[config.mk]
export PLATFORM = sky130hd
export DESIGN_NAME = prog_clk_divider_flat
export DESIGN_NICKNAME = d
export VERILOG_FILES = /design/src/rtl/clkdiv_pkg.sv /design/src/rtl/prog_clk_divider_if.sv /design/src/rtl/clkdiv_cfg_slot.sv /design/src/rtl/prog_clk_divider.sv /design/src/flat_wrapper.sv
export SDC_FILE = /design/constraint.sdc
export NUM_CORES = 1
export LEC_CHECK = 0
export CAP_MARGIN = 20
export CORE_AREA = 4 4 81 83
export DETAILED_ROUTE_END_ITERATION = 7
export DIE_AREA = 0 0 85 87
export PLACE_DENSITY_LB_ADDON = 0.1
export SLEW_MARGIN = 20
export SYNTH_ARGS = -nofsm -noshare
export SYNTH_HDL_FRONTEND = slang
export SYNTH_HIERARCHICAL = 1
export SYNTH_SLANG_ARGS = --single-unit
[constraint.sdc]
create_clock -name clock -period 2.9 [get_ports clock]
set_input_delay 0.58 -clock clock [delete_from_list [all_inputs] [get_ports clock]]
set_output_delay 0.58 -clock clock [all_outputs]
set_load 0.01 [all_outputs]
[src/rtl/clkdiv_pkg.sv]
// Shared types and helpers for the programmable clock divider.
package clkdiv_pkg;

  typedef enum logic [1:0] {IDLE, RUN, DRAIN} clkdiv_state_e;

  // Length of the high phase: ceil(N/2), so odd ratios get the extra cycle high.
  function automatic int clkdiv_hi_len(input int n);
    return (n + 1) / 2;
  endfunction

  // A ratio is usable when it spans at least one high and one low cycle.
  function automatic logic clkdiv_legal(input int n, input int max_div);
    return (n >= 2) && (n <= max_div);
  endfunction

endpackage

[src/rtl/prog_clk_divider_if.sv]
// Ratio configuration handshake between a programming agent and the divider.
interface prog_clk_divider_if #(
  parameter int MAX_DIV = 16
);
  localparam int CNT_W = $clog2(MAX_DIV + 1);

  logic             cfg_valid;
  logic [CNT_W-1:0] cfg_div;
  logic             cfg_ready;
  logic             cfg_err;

  modport master (output cfg_valid, cfg_div, input  cfg_ready, cfg_err);
  modport slave  (input  cfg_valid, cfg_div, output cfg_ready, cfg_err);
endinterface

[src/rtl/clkdiv_cfg_slot.sv]
// Single-entry pending-ratio slot: accepts legal ratios, flags illegal ones,
// and holds the accepted value until the divider applies it.
module clkdiv_cfg_slot
  import clkdiv_pkg::*;
#(
  parameter  int MAX_DIV = 16,
  localparam int CNT_W   = $clog2(MAX_DIV + 1)
) (
  input  logic             clock,
  input  logic             reset_n,
  prog_clk_divider_if.slave cfg,
  input  logic             apply,
  output logic             pending_vld,
  output logic [CNT_W-1:0] pending_div
);

  logic xfer;
  logic legal;

  assign xfer  = cfg.cfg_valid & cfg.cfg_ready;
  assign legal = clkdiv_legal(int'(cfg.cfg_div), MAX_DIV);

  // Capture legal ratios, pulse cfg_err for illegal ones, release on apply.
  // apply only fires while pending_vld=1, i.e. while cfg_ready=0, so it can
  // never coincide with a new transfer.
  always_ff @(posedge clock or negedge reset_n) begin
    if (!reset_n) begin
      pending_vld   <= 1'b0;
      pending_div   <= '0;
      cfg.cfg_ready <= 1'b1;
      cfg.cfg_err   <= 1'b0;
    end else begin
      cfg.cfg_err <= xfer & ~legal;
      if (xfer && legal) begin
        pending_vld   <= 1'b1;
        pending_div   <= cfg.cfg_div;
        cfg.cfg_ready <= 1'b0;
      end else if (apply) begin
        pending_vld   <= 1'b0;
        cfg.cfg_ready <= 1'b1;
      end
    end
  end

endmodule

[src/rtl/prog_clk_divider.sv]
// Runtime-programmable clock divider with glitch-free ratio changes and
// drain-to-boundary stop. Optional one-hot phase output when
// CLKDIV_PHASE_OUT_EN is defined.
module prog_clk_divider
  import clkdiv_pkg::*;
#(
  parameter  int MAX_DIV   = 16,
  parameter  int RESET_DIV = 4,
  localparam int CNT_W     = $clog2(MAX_DIV + 1)
) (
  input  logic             clock,
  input  logic             reset_n,
  input  logic             enable,
  prog_clk_divider_if.slave cfg,
  output logic             div_clk,
  output logic             tick,
  output logic [CNT_W-1:0] active_div,
  output logic             running
`ifdef CLKDIV_PHASE_OUT_EN
  ,
  output logic [MAX_DIV-1:0] phase_out
`endif
);

  clkdiv_state_e    state, state_n;
  logic [CNT_W-1:0] cnt, cnt_n;
  logic [CNT_W-1:0] div_n;
  logic [CNT_W-1:0] hi_n;
  logic             boundary;
  logic             apply;
  logic             pending_vld;
  logic [CNT_W-1:0] pending_div;

  clkdiv_cfg_slot #(.MAX_DIV(MAX_DIV)) u_slot (
    .clock       (clock),
    .reset_n     (reset_n),
    .cfg         (cfg),
    .apply       (apply),
    .pending_vld (pending_vld),
    .pending_div (pending_div)
  );

  assign boundary = (state != IDLE) && (cnt == active_div - CNT_W'(1));
  assign hi_n     = CNT_W'(clkdiv_hi_len(int'(div_n)));

  // Next-state: ratio swaps only at a boundary or while idle, so no phase is cut short.
  always_comb begin
    state_n = state;
    cnt_n   = cnt;
    div_n   = active_div;
    apply   = 1'b0;
    case (state)
      IDLE: begin
        cnt_n = '0;
        if (pending_vld) begin
          apply = 1'b1;
          div_n = pending_div;
        end
        if (enable) state_n = RUN;
      end
      default: begin
        if (boundary) begin
          cnt_n = '0;
          if (pending_vld) begin
            apply = 1'b1;
            div_n = pending_div;
          end
          state_n = enable ? RUN : IDLE;
        end else begin
          cnt_n   = cnt + CNT_W'(1);
          state_n = enable ? RUN : DRAIN;
        end
      end
    endcase
  end

  // State and outputs registered from next-state values; div_clk is a pure flop.
  always_ff @(posedge clock or negedge reset_n) begin
    if (!reset_n) begin
      state      <= IDLE;
      cnt        <= '0;
      active_div <= CNT_W'(RESET_DIV);
      div_clk    <= 1'b0;
      tick       <= 1'b0;
      running    <= 1'b0;
    end else begin
      state      <= state_n;
      cnt        <= cnt_n;
      active_div <= div_n;
      div_clk    <= (state_n != IDLE) && (cnt_n < hi_n);
      tick       <= (state_n != IDLE) && (cnt_n == div_n - CNT_W'(1));
      running    <= (state_n != IDLE);
    end
  end

`ifdef CLKDIV_PHASE_OUT_EN
  localparam logic [MAX_DIV-1:0] PH0 = MAX_DIV'(1);

  // One-hot phase of the current period; silent while idle.
  always_ff @(posedge clock or negedge reset_n) begin
    if (!reset_n) phase_out <= '0;
    else          phase_out <= (state_n != IDLE) ? (PH0 << cnt_n) : '0;
  end
`endif

endmodule

[src/flat_wrapper.sv]
// flat-port wrapper written by rule: the top's interface ports become plain ports
module prog_clk_divider_flat import clkdiv_pkg::*;
#(
  parameter  int MAX_DIV   = 16,
  parameter  int RESET_DIV = 4,
  localparam int CNT_W     = $clog2(MAX_DIV + 1)
)
  (clock, reset_n, enable, div_clk, tick, active_div, running, cfg_cfg_valid, cfg_cfg_div, cfg_cfg_ready, cfg_cfg_err);
  prog_clk_divider_if #(.MAX_DIV(MAX_DIV)) cfg_i ();
  input  logic clock;
  input  logic reset_n;
  input  logic enable;
  output logic div_clk;
  output logic tick;
  output logic [CNT_W-1:0] active_div;
  output logic running;
  input wire logic [$bits(cfg_i.cfg_valid)-1:0] cfg_cfg_valid;
  input wire logic [$bits(cfg_i.cfg_div)-1:0] cfg_cfg_div;
  output wire logic [$bits(cfg_i.cfg_ready)-1:0] cfg_cfg_ready;
  output wire logic [$bits(cfg_i.cfg_err)-1:0] cfg_cfg_err;
  assign cfg_i.cfg_valid = cfg_cfg_valid;
  assign cfg_i.cfg_div = cfg_cfg_div;
  assign cfg_cfg_ready = cfg_i.cfg_ready;
  assign cfg_cfg_err = cfg_i.cfg_err;
  prog_clk_divider #(.MAX_DIV(MAX_DIV), .RESET_DIV(RESET_DIV)) u_core (.clock(clock), .reset_n(reset_n), .enable(enable), .cfg(cfg_i), .div_clk(div_clk), .tick(tick), .active_div(active_div), .running(running));
endmodule
==> results of run 1 <==
critical path: stages (launching register included):
cell and delay (ns):
dfrtp_2 0.41, buf_4 0.16, nor3_2 0.25, xnor2_1 0.15, a311oi_4 0.37, o21ai_4 0.12, mux2i_4 0.23, nand2_1 0.09
xnor2_1 0.17, a21oi_1 0.09, ha_1 0.33, a21o_1 0.18, a21oi_2 0.11, o211a_1 0.14
cell usage in the layout, fill, tap and decap left out, types with 2 or more instances in the layout:
| cell type | n |
|---|---|
| a211oi_1 | 2 |
| a21oi_1 | 6 |
| a21oi_2 | 4 |
| a2bb2oi_1 | 2 |
| buf_4 | 30 |
| clkbuf_8 | 3 |
| clkdlybuf4s50_1 | 18 |
| dfrtp_1 | 19 |
| dfrtp_2 | 2 |
| dfstp_2 | 2 |
| ha_1 | 4 |
| ha_4 | 3 |
| inv_1 | 4 |
| inv_2 | 2 |
| mux2_1 | 2 |
| nand2_1 | 15 |
| nand2b_1 | 2 |
| nand3_1 | 7 |
| nor2_1 | 13 |
| nor3_1 | 4 |
| nor3_2 | 3 |
| nor4_1 | 2 |
| o21a_1 | 2 |
| o21ai_0 | 6 |
| or2_2 | 3 |
| xnor2_1 | 9 |
| xor2_1 | 7 |
metrics by stage:
stage	setup TNS, ns	instance area (µm²)
floorplan	0	1560
global placement	0	1930
detailed placement	0	1930
CTS	0	2020
global route	-0.0868	2150
finish	0	2150
power groups by stage:
stage          Combinational [mW]  Clock (mW)  Sequential (mW)
6_report                     1.56       0.202            0.591
5_1_grt                      1.70       0.226            0.614
4_1_cts                      1.39       0.214            0.600
3_5_place_dp                 1.32           0            0.603
3_3_place_gp                 1.31           0            0.605
2_1_floorplan               0.876           0            0.585
worst min path at each step:
stage / from / end
after detailed placement: u_core/cnt[0]$_DFF_PN0_ / u_core/cnt[0]$_DFF_PN0_
after global routing: u_core/u_slot/cfg.cfg_ready$_DFFE_PN1P_ / u_core/u_slot/cfg.cfg_ready$_DFFE_PN1P_
after CTS: u_core/cnt[0]$_DFF_PN0_ / u_core/cnt[0]$_DFF_PN0_
after global placement: u_core/u_slot/cfg.cfg_ready$_DFFE_PN1P_ / u_core/u_slot/cfg.cfg_ready$_DFFE_PN1P_
final: u_core/cnt[0]$_DFF_PN0_ / u_core/cnt[0]$_DFF_PN0_
after floorplan: reset_n / u_core/active_div[0]$_DFF_PN0_
cells by family (layout without fill, tap and decap cells):
kind of cell	count (synthesis)	after routing	share of synthesized area (%)
compound gates	35	35	17.4
xor+xnor	16	16	9.12
fa+ha+maj	7	7	5.70
buf+inv	13	60	4.07
flops	23	23	37.6
mux	5	5	4.32
simple gates	62	62	21.7
final cells by class:
| cell class | count | share of cell area [%] |
|---|---|---|
| well taps | 75 | 4.36 |
| flip-flops and latches | 23 | 27.0 |
| repair buffers | 49 | 19.4 |
| inverters | 7 | 1.34 |
| multi-input cells | 125 | 45.8 |
| clock buffers | 4 | 2.09 |
registers in the layout (all words and copies together), names as in the netlist:
register                     flops
u_core/u_slot/pending_vld        1
u_core/tick                      1
u_core/running                   1
u_core/active_div                5
u_core/u_slot/pending_div        5
u_core/u_slot/cfg.cfg_ready      1
u_core/cnt                       5
u_core/div_clk                   1
u_core/u_slot/cfg.cfg_err        1
u_core/state                     2
synthesized netlist by cell type (2+ instances only):
| master | instances |
|---|---|
| dfstp_2 | 2 |
| a2bb2oi_1 | 2 |
| o21a_1 | 2 |
| a21oi_1 | 10 |
| nor4_1 | 3 |
| ha_1 | 7 |
| mux2_1 | 2 |
| nand3_1 | 8 |
| dfrtp_1 | 21 |
| nor2_1 | 13 |
| buf_4 | 3 |
| xnor2_1 | 9 |
| nand2_1 | 16 |
| nor3_2 | 2 |
| nand2b_1 | 2 |
| o21ai_0 | 6 |
| or2_2 | 3 |
| xor2_1 | 7 |
| nor3_1 | 5 |
| inv_1 | 6 |
| a211oi_1 | 2 |
per-layer routing:
layer  vias up  share of wire (%)
li1        665                  -
met1       647                 48
met2        19                 48
met3         2                2.8
met4         0               0.56
met5         -                  0
repair_timing:
item | 4_1_cts | 5_1_grt
pin swaps | 3 | 13
buffers inserted | 4 | 9
gates resized for setup | 2 | 12
hold buffers | 0 | 0
setup endpoints to repair | 1 | 2
==> flow_summary.yaml, run 1 <==
global_route:
  gr-usage-met1_pct: 15.2
  grt_pass1_wl_um: 6360
  antenna_found_initial: 0
  grt_max_degree: 24
  grt_util_met3_pct: 1.70
  grt-busiest-layer: "met2"
  grt.met2_usage_pct: 17.8
  grt_overflow: 0
  grtUsageTotal_pct: 11.0
  grt_pass1_vias: 1267
route:
  via_per_inst: 4.71
  wl_per_cell_um: 14.4
  ant_nets: 0
  vias: 1333
  drt_drc_violations_left: 0
  firstDrtPassIters: 4
  wl_um: 4090
  drtIter0Drc: 73
sta:
  tightest_slew_ns: 0.642
  slew_violations: 0
  fin_crit_ns: 2.86
  finalWorstSetupSlack_ns: 0.0416
  fin_crit_sh_pct: 98.6
  max-slew-margin-rel_pct: 56.9
  fmax_ghz: 0.350
  finalSetupViolations: 0
  rsz0062_at_grt: "yes"
  hold_slack_ns: 0.566
  fin_worst_skew_ns: 0.00613
  hold_viol_final: 0
yosys:
  yosysTopAreaCell: "dfrtp_1"
  syn_nets: 177
  ys_seq_area_share_pct: 37.6
  synth-seq-cells: 23
  yosys_warnings: 6
  synthesis.area_um2: 1540
  synth-edff-count: 0
  synth_cell_types: 51
  synthFlopType: "dfrtp_1"
  synthTopCellsByArea: "dfrtp_1 (34%), ha_1 (5.7%), xnor2_1 (5.1%)"
  syn_inst: 161
  yosys.area.top_type_share_pct: 34.2
  async_flop_share_pct: 100
  syn_area_per_cell_um2: 9.54
pwr:
  power.density_nw_per_um2: 1090
  power_mw: 2.35
  p_sw_share_pct: 42.0
  peakVddDrop_mv: 0.381
  power_leakage_nw: 0.910
  switchingPower_mw: 0.988
  pwr-share-comb_pct: 66.4
  clkPwrFrac_pct: 8.6
  p_int_mw: 1.37
  p_seq_share_pct: 25.1
cells_and_area:
  drive_gt1_share_pct: 34.6
  multi_input_area_um2: 986
  fin_nets: 225
  seqCellArea_um2: 581
  utilization_pct: 36.8
  final-instance-count-excl-fill: 283
  antennaDiodeCount: 0
  fillers: 604
  area_delta_synth_final_pct: 40.0
clocking:
  cts.clk_slew.worst_paths_ns: 0.08
  root_buffer: "clkbuf_8"
  clk_path_buf_depth: 2
  numCtsBuffers: 3
  clock_sinks: 23
  cts_tree: "done"
  clkLatencyLatePin_ns: 0.27
  cts_max_level: 1
placed_design:
  numPlacedInstances: 266
  hpwl_um: 2960
  io_buffers: 18
  dp_slack_ns: 0.0122
  place.gp.congestion: 0.765
worst_setup_path:
  ff2ff_setup_slack_ns: 0.04
  cp.required_ns: 3.11
  cp_data_arrival_time_ns: 3.07
  reg2reg_to: "u_core/div_clk$_DFF_PN0_"
  crit_type: "reg2reg"
  critPathCapture: "u_core/div_clk$_DFF_PN0_"
  r2r_start: "u_core/active_div[0]$_DFF_PN0_"
  reg2reg_depth: 13
  startpoint_type: "register"
  path_max_fanout: 5
  startpoint: "u_core/active_div[0]$_DFF_PN0_"
  end_kind: "register"
floorplan:
  num_rows: 28
  die_area_um2: 7400
  core_um2: 5850
  dieWidth_um: 85
  start_util_pct: 26.3
  io_pins: 19
  die_height_um: 87
job:
  maxCapViolCount: 0
run_status:
  status: "finished clean"
hold_path:
  holdPathStages: 2
  hold_path_class: "reg2reg"
No activity file was read; power rests on OpenSTA's default activity.
==> inputs of run 2 (changes only) <==
--- a/config.mk
+++ b/config.mk
@@ -6,9 +6,9 @@
 export NUM_CORES = 1
 export LEC_CHECK = 0
 export CAP_MARGIN = 20
-export CORE_AREA = 4 4 81 83
+export CORE_AREA = 4 4 73 92
 export DETAILED_ROUTE_END_ITERATION = 7
-export DIE_AREA = 0 0 85 87
+export DIE_AREA = 0 0 77 96
 export PLACE_DENSITY_LB_ADDON = 0.1
 export SLEW_MARGIN = 20
 export SYNTH_ARGS = -nofsm -noshare
==> constraint.sdc (replaced) <==
create_clock -name clock -period 3 [get_ports clock]
set_input_delay 0.6 -clock clock [delete_from_list [all_inputs] [get_ports clock]]
set_output_delay 0.6 -clock clock [all_outputs]
set_load 0.01 [all_outputs]
==> flow_summary.yaml, run 2 (same netlist as run 1, synthesis figures left out) <==
pwr:
  peakVddDrop_mv: 0.356
  p_sw_share_pct: 43.5
  power_mw: 2.13
  clkPwrFrac_pct: 9.5
  power_leakage_nw: 0.862
  power.density_nw_per_um2: 1060
  p_int_mw: 1.21
  pwr-share-comb_pct: 63.6
  switchingPower_mw: 0.927
  p_seq_share_pct: 27.0
worst_setup_path:
  ff2ff_setup_slack_ns: 0.06
  r2r_start: "u_core/active_div[2]$_DFF_PN1_"
  startpoint_type: "register"
  path_max_fanout: 6
  cp_data_arrival_time_ns: 3.15
  end_kind: "register"
  reg2reg_depth: 12
  reg2reg_to: "u_core/div_clk$_DFF_PN0_"
  crit_type: "reg2reg"
  cp.required_ns: 3.22
cells_and_area:
  fin_area_um2: 2010
  multi_input_area_um2: 940
  drive_gt1_share_pct: 27.9
  utilization_pct: 34.7
  antennaDiodeCount: 0
  final_cell_mix: "dfrtp_1 (20), buf_4 (19), clkdlybuf4s50_1 (18)"
  seqCellArea_um2: 579
  area_delta_synth_final_pct: 30.7
  top_regs: "u_core/active_div: 5 flops, u_core/cnt: 5 flops, u_core/u_slot/pending_div: 5 flops"
  fillers: 591
  final-instance-count-excl-fill: 263
  final_common_cell: "dfrtp_1"
  fin_nets: 214
clocking:
  cts.clk_slew.worst_paths_ns: 0.09
  cts_tree: "done"
  cts_max_level: 1
  clkLatencyLatePin_ns: 0.27
  clock_sinks: 23
  root_buffer: "clkbuf_8"
  numCtsBuffers: 3
  holdBufCountCts: 0
  clk_path_buf_depth: 2
floorplan:
  io_pins: 19
  start_util_pct: 26.6
  die_height_um: 96
  core_um2: 5780
  dieWidth_um: 77
  num_rows: 31
  die_area_um2: 7390
hold_path:
  worstHoldStart: "u_core/cnt[0]$_DFF_PN0_"
  holdPathStages: 1
  min_to: "u_core/cnt[0]$_DFF_PN0_"
  hold_path_class: "reg2reg"
sta:
  fin_crit_sh_pct: 97.9
  fin_worst_skew_ns: 0.00183
  setup_tns_ns: 0
  max-slew-margin-rel_pct: 71.3
  finalSetupViolations: 0
  fin_crit_ns: 2.94
  hold_viol_final: 0
  tightest_slew_ns: 0.427
  slew_violations: 0
  fmax_ghz: 0.340
  rsz0062_at_grt: "yes"
placed_design:
  io_buffers: 18
  place.gp.congestion: 0.825
  hpwl_um: 3250
  place_area_um2: 1890
  numPlacedInstances: 256
global_route:
  grt_overflow: 0
  grt_pass1_wl_um: 6690
  antenna_found_initial: 0
  grtUsageTotal_pct: 11.8
  grt_max_degree: 24
  grt_pass1_vias: 1359
job:
  maxCapViolCount: 0
route:
  ant_nets: 0
  drt_drc_violations_left: 0
  drtIter0Drc: 38
  firstDrtPassIters: 4
  wl_um: 4180
  wl_per_cell_um: 15.9
  via_per_inst: 5.02
  vias: 1320
run_status:
  status: "finished clean"
-- run 2: final cells by class --
cell class / count / share of cell area (%)
Clock inverter: 1 / 0.249
Timing Repair Buffer: 38 / 16.6
Inverter: 7 / 1.31
Sequential cell: 23 / 28.8
Clock buffer: 3 / 2.06
Multi-Input combinational cell: 125 / 46.8
Tap cell: 66 / 4.11
-- run 2: power by group through the flow --
stage	clock (mW)	sequential (mW)	combinational, mW
floorplan	0	0.562	0.825
global placement	0	0.582	1.25
detailed placement	0	0.582	1.27
CTS	0.210	0.576	1.27
global route	0.226	0.596	1.48
finish	0.202	0.575	1.36
-- run 2: worst max-delay path by stage --
stage / startpoint / to / slack, ns
floorplan: u_core/active_div[0]$_DFF_PN0_ / u_core/div_clk$_DFF_PN0_ / 0.004
global placement: u_core/active_div[2]$_DFF_PN1_ / u_core/div_clk$_DFF_PN0_ / 0.12
detailed placement: u_core/active_div[0]$_DFF_PN0_ / u_core/div_clk$_DFF_PN0_ / 0.04
CTS: u_core/active_div[0]$_DFF_PN0_ / u_core/div_clk$_DFF_PN0_ / 0.02
global route: u_core/active_div[1]$_DFF_PN0_ / u_core/div_clk$_DFF_PN0_ / -0.07
finish: u_core/active_div[2]$_DFF_PN1_ / u_core/div_clk$_DFF_PN0_ / 0.06
-- run 2: stage by stage --
stage / hold WS, ns / worst slack, ns
finish: 0.564 / 0.0626
detailed placement: 0.553 / 0.0368
global route: 0.587 / -0.0711
floorplan: 0.304 / 0.00356
CTS: 0.570 / 0.0179
global placement: 0.546 / 0.120
-- run 2: what timing repair did --
item,CTS,global route
resized for setup,0,11
buffers inserted,0,3
endpoints found under the hold margin,0,0
endpoints found under the setup margin,0,2
-- run 2: per-layer routing --
metal	routed length [µm]	track usage, %	vias to the layer above
met4	82	4.90	0
met5	0	0	-
met2	2220	22.3	19
met3	109	1.87	6
met1	1770	13.1	652
li1	-	-	643
-- run 2: critical path, stage by stage (launching register included) --
cell and delay, ns:
dfstp_2 0.60, nor2b_1 0.07, or3_4 0.34, a311oi_4 0.40
o21ai_4 0.15, mux2i_4 0.22, and3_1 0.15, nor3_1 0.16
a21oi_1 0.06, ha_1 0.32, a21o_1 0.17, a21oi_2 0.10
o211a_1 0.14
